## src/rtl/alu_pkg.sv

```systemverilog
// Shared constants for the ALU issue path: ALU mode codes, ZCSO flag bit positions,
// controller state encodings and the carry-in selection helper.
package alu_pkg;

  localparam logic [3:0] MODE_ADD = 4'd0;
  localparam logic [3:0] MODE_SUB = 4'd1;
  localparam logic [3:0] MODE_AND = 4'd2;
  localparam logic [3:0] MODE_OR  = 4'd3;
  localparam logic [3:0] MODE_XOR = 4'd4;

  localparam int FLG_Z = 3;
  localparam int FLG_C = 2;
  localparam int FLG_S = 1;
  localparam int FLG_O = 0;

  typedef logic [1:0] state_t;

  localparam state_t ST_IDLE = 2'd0;
  localparam state_t ST_OPRD = 2'd1;
  localparam state_t ST_EXEC = 2'd2;
  localparam state_t ST_RESP = 2'd3;

  // Carry chaining: only a command that asks for it sees the stored C flag.
  function automatic logic carry_in(input logic use_carry, input logic [3:0] flags);
    return use_carry & flags[FLG_C];
  endfunction

endpackage

```

## src/rtl/alu_regfile.sv

```systemverilog
// NREG x DW register file: two asynchronous read ports, one synchronous write port,
// R0 hardwired to zero, synchronous reset clears every entry.
module alu_regfile
  import alu_pkg::*;
#(
  parameter int DW   = 8,
  parameter int NREG = 4,
  parameter int AW   = 2
) (
  input  logic          clk,
  input  logic          rst,
  input  logic [AW-1:0] raddr_a_i,
  output logic [DW-1:0] rdata_a_o,
  input  logic [AW-1:0] raddr_b_i,
  output logic [DW-1:0] rdata_b_o,
  input  logic          we_i,
  input  logic [AW-1:0] waddr_i,
  input  logic [DW-1:0] wdata_i
);

  logic [DW-1:0] mem_q [NREG];

  always_ff @(posedge clk) begin
    if (rst) begin
      for (int i = 0; i < NREG; i++) begin
        mem_q[i] <= '0;
      end
    end else if (we_i && (waddr_i != '0)) begin
      mem_q[waddr_i] <= wdata_i;
    end
  end

  assign rdata_a_o = (raddr_a_i == '0) ? '0 : mem_q[raddr_a_i];
  assign rdata_b_o = (raddr_b_i == '0) ? '0 : mem_q[raddr_b_i];

endmodule

```

## src/rtl/alu_issue_ctrl.sv

```systemverilog
// Issue/writeback controller in front of the 8-bit ALU: accepts one command at a time,
// drives the ALU from registered operands, writes the result back and returns a response.
module alu_issue_ctrl
  import alu_pkg::*;
#(
  parameter int DW   = 8,
  parameter int NREG = 4,
  parameter int AW   = 2
) (
  input  logic          clk,
  input  logic          rst,
  input  logic          cmd_valid,
  output logic          cmd_ready,
  input  logic [3:0]    cmd_mode,
  input  logic [AW-1:0] cmd_rd,
  input  logic [AW-1:0] cmd_rs1,
  input  logic [AW-1:0] cmd_rs2,
  input  logic          cmd_use_imm,
  input  logic [DW-1:0] cmd_imm,
  input  logic          cmd_use_carry,
  output logic [DW-1:0] alu_op1,
  output logic [DW-1:0] alu_op2,
  output logic [3:0]    alu_mode,
  output logic          alu_ci,
  input  logic [DW-1:0] alu_result,
  input  logic [3:0]    alu_flags,
  output logic          rsp_valid,
  input  logic          rsp_ready,
  output logic [DW-1:0] rsp_result,
  output logic [3:0]    rsp_flags,
  output logic [3:0]    flags_q
);

  state_t        state_q, state_d;
  logic [AW-1:0] rd_q;
  logic [DW-1:0] op1_q, op2_q;
  logic [3:0]    mode_q;
  logic          ci_q;
  logic [DW-1:0] rsp_result_q;
  logic [3:0]    rsp_flags_q;

  logic [DW-1:0] rf_rdata_a, rf_rdata_b;
  logic          accept;
  logic          exec;

  assign cmd_ready = (state_q == ST_IDLE);
  assign accept    = cmd_valid & cmd_ready;
  assign exec      = (state_q == ST_EXEC);

  alu_regfile #(
    .DW   (DW),
    .NREG (NREG),
    .AW   (AW)
  ) u_regfile (
    .clk       (clk),
    .rst       (rst),
    .raddr_a_i (cmd_rs1),
    .rdata_a_o (rf_rdata_a),
    .raddr_b_i (cmd_rs2),
    .rdata_b_o (rf_rdata_b),
    .we_i      (exec),
    .waddr_i   (rd_q),
    .wdata_i   (alu_result)
  );

  always_comb begin
    state_d = state_q;
    case (state_q)
      ST_IDLE: if (accept)    state_d = ST_OPRD;
      ST_OPRD:                state_d = ST_EXEC;
      ST_EXEC:                state_d = ST_RESP;
      ST_RESP: if (rsp_ready) state_d = ST_IDLE;
      default:                state_d = ST_IDLE;
    endcase
  end

  // Operands are read on the accept edge so they are already valid throughout OPRD and EXEC.
  always_ff @(posedge clk) begin
    if (rst) begin
      state_q <= ST_IDLE;
      rd_q    <= '0;
      op1_q   <= '0;
      op2_q   <= '0;
      mode_q  <= '0;
      ci_q    <= 1'b0;
    end else begin
      state_q <= state_d;
      if (accept) begin
        rd_q   <= cmd_rd;
        op1_q  <= rf_rdata_a;
        op2_q  <= cmd_use_imm ? cmd_imm : rf_rdata_b;
        mode_q <= cmd_mode;
        ci_q   <= carry_in(cmd_use_carry, flags_q);
      end
    end
  end

  // End of EXEC: result and flags are captured together with the register writeback.
  always_ff @(posedge clk) begin
    if (rst) begin
      rsp_result_q <= '0;
      rsp_flags_q  <= '0;
      flags_q      <= '0;
    end else if (exec) begin
      rsp_result_q <= alu_result;
      rsp_flags_q  <= alu_flags;
      flags_q      <= alu_flags;
    end
  end

  assign alu_op1    = op1_q;
  assign alu_op2    = op2_q;
  assign alu_mode   = mode_q;
  assign alu_ci     = ci_q;
  assign rsp_valid  = (state_q == ST_RESP);
  assign rsp_result = rsp_result_q;
  assign rsp_flags  = rsp_flags_q;

  a_rsp_hold: assert property (@(posedge clk)
    (!rst && rsp_valid && !rsp_ready) |=> (rsp_valid && $stable(rsp_result) && $stable(rsp_flags)));

  a_ops_hold: assert property (@(posedge clk)
    (!rst && (state_q != ST_IDLE)) |=> ($stable(alu_op1) && $stable(alu_op2) && $stable(alu_mode) && $stable(alu_ci)));

endmodule

```

## config.mk

```make
export PLATFORM = sky130hd
export DESIGN_NAME = alu_issue_ctrl
export DESIGN_NICKNAME = d
export VERILOG_FILES = /design/src/rtl/alu_pkg.sv /design/src/rtl/alu_regfile.sv /design/src/rtl/alu_issue_ctrl.sv
export SDC_FILE = /design/constraint.sdc
export NUM_CORES = 1
export LEC_CHECK = 0
export ABC_AREA = 0
export CAP_MARGIN = 20
export CORE_MARGIN = 3
export CORE_UTILIZATION = 51
export CTS_CLUSTER_SIZE = 20
export DETAILED_ROUTE_END_ITERATION = 10
export GPL_TIMING_DRIVEN = 0
export PLACE_DENSITY = 0.84
export SLEW_MARGIN = 0
export SYNTH_ARGS = -nofsm -noshare
export SYNTH_HDL_FRONTEND = slang
export SYNTH_SLANG_ARGS = --single-unit
export TNS_END_PERCENT = 100
```

## constraint.sdc

```tcl
create_clock -name clk -period 3.3 [get_ports clk]
set_clock_uncertainty 0.2 [all_clocks]
set_input_delay 0.33 -clock clk [delete_from_list [all_inputs] [get_ports clk]]
set_output_delay 0.33 -clock clk [all_outputs]
set_load 0.05 [all_outputs]
```

==> summary by stage <==
Status
The run finished with clean final reports.

Worst setup path
The critical path class is flip-flop to output port. The instance count on the critical path is 3. The cell family with the largest share of critical-path delay is buffers and inverters. The worst stage delay on the critical path is 0.82 ns.

The element type at the critical path end is an output port. In this run the worst path has a maximum fanout of 4. The launch point of the critical path is state_q[0]. In this run the critical register-to-register path is launched from state_q[0]. The critical path goes through inv_1, ha_1, clkdlybuf4s50_1.

The startpoint type of the worst setup path is a flip-flop. For the worst flop-to-flop path, the logic depth is 6. Counting both buffers and inverters, the worst setup path holds a total of 2.

The critical path arrival is 1.80 ns. The slowest cell on the critical path is sky130_fd_sc_hd__clkdlybuf4s50_1. The flop-to-flop setup slack is 1.21 ns. The endpoint required time on the critical path is 2.77 ns. The critical path ends at cmd_ready. The endpoint identified for the worst register-to-register timing path is u_regfile.mem_q[1][6].

GRT
The global-route wire length before repair is 10200 um. Entering global routing, the biggest net connects 11 pins. The global routing usage summed across all routing layers is 0.210. The number of global-route vias before repair came to 2133. The remaining global-route overflow is 0.

The initial antenna violation count is 0.

Detailed routing
The wire length on met1 is 2720 um. The length of the first detailed-routing pass in iterations is 5. After detailed routing, the number of vias per cell comes to 5.23.

After detailed routing, the average wire length per cell comes to 15.1 um. The highest metal layer with signal wires is met4. For this block, the initial DRC count from the detailed router was 143.

Detailed routing placed a total of 323 um of wire on met3. The final route contains 2107 vias. The count of nets left with antenna violations once routing finished came out at 0. The residual DRC count is 0. The final wirelength is 6090 um. The routed design uses 2990 um of met2 wire.

Clock tree
The level count of the clock H-tree is 3. CTS saw 61 sinks. The post-CTS setup buffer count is 0. The number of clock buffers added by TritonCTS is 9. CTS placed an instance of sky130_fd_sc_hd__clkbuf_8 at the clock tree root. The clock-pin slew reported for the worst setup and hold paths after clock tree synthesis is 0.07 ns. At the later pin of the worst-skew pair, clock insertion delay measures 0.33 ns. The clock tree buffer depth is 2.

The hold buffer count at cts is 0. The post-cts sizing count is 0. TritonCTS built the clock tree.

STA
The fraction of the cycle the final worst path needs is 0.705. The final count of hold timing violations is 0. The final critical-path required period is 2.33 ns. Setup repair after global routing left no endpoint under its margin. Setup violations remaining at the end of the flow were counted as 0. For the final routed database, the setup TNS stands at 0 ns. Headroom to the max-slew limit came out at 0.649. Based on the critical path, the design can be clocked at up to 430 MHz.

At the pin with the least slew margin, the transition time is 0.525 ns. The worst path meets setup with 0.974 ns of slack. The total count of max-transition violations in the final report was 0.

Placement
The weighted congestion reported at the end of routability-driven placement is 0.819. The number of cells in the design after placement is 387. The HPWL reported at the end of detailed placement is 4510 um. The setup slack after placement is 1.23 ns. After detailed placement, the total cell area comes to 3500 sq um. The number of buffer cells added on primary ports is 69.

Floorplan
The floorplan step defined a die boundary enclosing 6250 sq um. The floorplan step set the die width to 79.1 um. The number of core rows is 25. For this configuration, the core starts out at a cell density of 0.551. The core box area is 4940 sq um.

From bottom edge to top edge, the die measures 79.1 um. The count of boundary I/O pins is 75.

Power
The worst-case vdd ir drop is 0.000422 V. The analysis attributes to cell leakage a power of 0.00137 uW. The power density normalized to cell area is 772 nW/um^2. Overall power consumption after layout is estimated at 2850 uW.

Flow run
The max capacitance violation total is 0.

Cells and area
The proportion of layout cells with a drive suffix above 1 is 0.149. Once layout is done, the placed cells without fillers occupy 3690 sq um. The area taken by multi-input logic gates is 1130 sq um.

The repair_antennas step left the layout with diodes totalling 0. Fill cells in the final layout number 374. The number of standard cells in the layout, taps in and fillers out is 403.

The final net count is 371. The area growth from synthesis to layout is 35.5%. The sequential cells in the finished layout cover a total of 1460 sq um.

Synth
The total nets after synthesis is 291. The share of the Yosys chip area taken by registers is 0.537. The synthesized instance count is 251.

The post-synthesis sequential element count is 61. The synthesized area per cell is 10.8 sq um. The number of distinct standard cells referenced by the synthesized netlist is 30. Yosys printed 0 warnings. The synthesized netlist occupies a cell area of 2720 sq um.

Min path
In this run the worst hold path is classified as flip-flop to flip-flop.
-- worst register-to-register path, delay by kind of cell, from the launching register on --
family / cells / cell delay, ns
adder cells (fa/ha/maj): 1 / 0.15
AND/OR/NAND/NOR: 3 / 0.78
flip-flops: 1 / 0.31
buffers and inverters: 2 / 0.34
-- Yosys cell counts --
library cell	instances	area share
sky130_fd_sc_hd__and2_1	25	0.057
sky130_fd_sc_hd__inv_1	2	0.0028
sky130_fd_sc_hd__o21a_1	1	0.0028
sky130_fd_sc_hd__mux2_2	16	0.066
sky130_fd_sc_hd__buf_4	5	0.014
sky130_fd_sc_hd__a21oi_1	8	0.015
sky130_fd_sc_hd__nand2_1	22	0.030
sky130_fd_sc_hd__buf_6	2	0.0083
sky130_fd_sc_hd__nor2_1	30	0.041
sky130_fd_sc_hd__nor3b_2	2	0.0092
sky130_fd_sc_hd__nand3_1	1	0.0018
sky130_fd_sc_hd__o21ai_0	1	0.0018
sky130_fd_sc_hd__or3b_1	1	0.0032
sky130_fd_sc_hd__a221oi_1	15	0.048
sky130_fd_sc_hd__nor3_1	9	0.017
sky130_fd_sc_hd__buf_1	1	0.0014
sky130_fd_sc_hd__nand2b_4	1	0.0051
sky130_fd_sc_hd__edfxtp_1	24	0.26
sky130_fd_sc_hd__nor2b_1	4	0.0092
sky130_fd_sc_hd__nor4_1	1	0.0023
sky130_fd_sc_hd__a31o_2	1	0.0032
sky130_fd_sc_hd__clkbuf_1	8	0.011
sky130_fd_sc_hd__or2_2	2	0.0046
sky130_fd_sc_hd__mux2i_1	12	0.044
sky130_fd_sc_hd__ha_1	4	0.018
sky130_fd_sc_hd__a211oi_1	8	0.022
sky130_fd_sc_hd__buf_2	6	0.011
sky130_fd_sc_hd__a221oi_2	1	0.0055
sky130_fd_sc_hd__nor3b_4	1	0.0069
sky130_fd_sc_hd__dfxtp_1	37	0.27
-- cell families after synthesis --
family / Yosys count / synth area share
simple gates: 99 / 0.188
flops: 61 / 0.537
compound gates: 35 / 0.0983
mux: 28 / 0.110
buf+inv: 24 / 0.0483
fa+ha+maj: 4 / 0.0184
-- power breakdown --
part           switching [uW]  total (uW)  internal (uW)
logic                     769        1210            446
registers                78.4         995            917
clock network             277         637            360
total                    1120        2850           1720
-- metal layers --
| metal | vias to the layer above | global-route usage |
|---|---|---|
| met5 | - | 0 |
| met1 | 994 | 0.261 |
| li1 | 1047 | - |
| met4 | 0 | 0.0722 |
| met3 | 6 | 0.0669 |
| met2 | 60 | 0.346 |
-- sequential cells by signal (all words and copies together), names as in the netlist --
| name | cells |
|---|---|
| alu_mode | 4 |
| alu_ci | 1 |
| rd_q | 2 |
| rsp_flags | 4 |
| rsp_result | 8 |
| u_regfile.mem_q | 24 |
| alu_op1 | 8 |
| state_q | 2 |
| alu_op2 | 8 |
-- stage by stage --
stage,utilization,hold slack (ns)
floorplan,-,0.266
global placement,0.708,0.239
detailed placement,0.708,0.247
CTS,0.747,0.255
global route,0.747,0.281
finish,0.747,0.256
-- how the worst min path moves through the flow --
stage / from / to / cells past startpoint
final: alu_mode[1] / alu_mode[1] / 2
after global routing: alu_mode[3] / alu_mode[3] / 2
after CTS: alu_mode[0] / alu_mode[0] / 2
after detailed placement: alu_mode[1] / alu_mode[1] / 2
after global placement: alu_ci / alu_ci / 2
after floorplan: cmd_rd[0] / rd_q[0] / 2
-- layout make-up --
cell class                      instances  area share
Clock inverter                          1     0.00136
Multi-Input combinational cell        166       0.306
Timing Repair Buffer                   69       0.187
Sequential cell                        61       0.396
Tap cell                               67      0.0227
Inverter                                2     0.00203
Clock buffer                           15      0.0509
Buffer                                 22      0.0336
-- layout by cell type, fill, tap and decap left out, types with 2 or more instances in the layout --
cell and instances:
sky130_fd_sc_hd__a21oi_1 8, sky130_fd_sc_hd__nor2_1 30, sky130_fd_sc_hd__a221oi_1 15, sky130_fd_sc_hd__buf_6 2, sky130_fd_sc_hd__dfxtp_1 37, sky130_fd_sc_hd__nor3_1 9, sky130_fd_sc_hd__inv_1 2, sky130_fd_sc_hd__mux2_2 16
sky130_fd_sc_hd__a211oi_1 8, sky130_fd_sc_hd__mux2i_1 12, sky130_fd_sc_hd__edfxtp_1 24, sky130_fd_sc_hd__nand2_1 22, sky130_fd_sc_hd__clkbuf_8 11, sky130_fd_sc_hd__buf_4 5, sky130_fd_sc_hd__clkdlybuf4s50_1 69, sky130_fd_sc_hd__or2_2 2
sky130_fd_sc_hd__nor3b_2 2, sky130_fd_sc_hd__and2_1 25, sky130_fd_sc_hd__ha_1 4, sky130_fd_sc_hd__nor2b_1 4, sky130_fd_sc_hd__buf_2 6, sky130_fd_sc_hd__clkbuf_1 11
No activity file was read; power rests on OpenSTA's default activity.
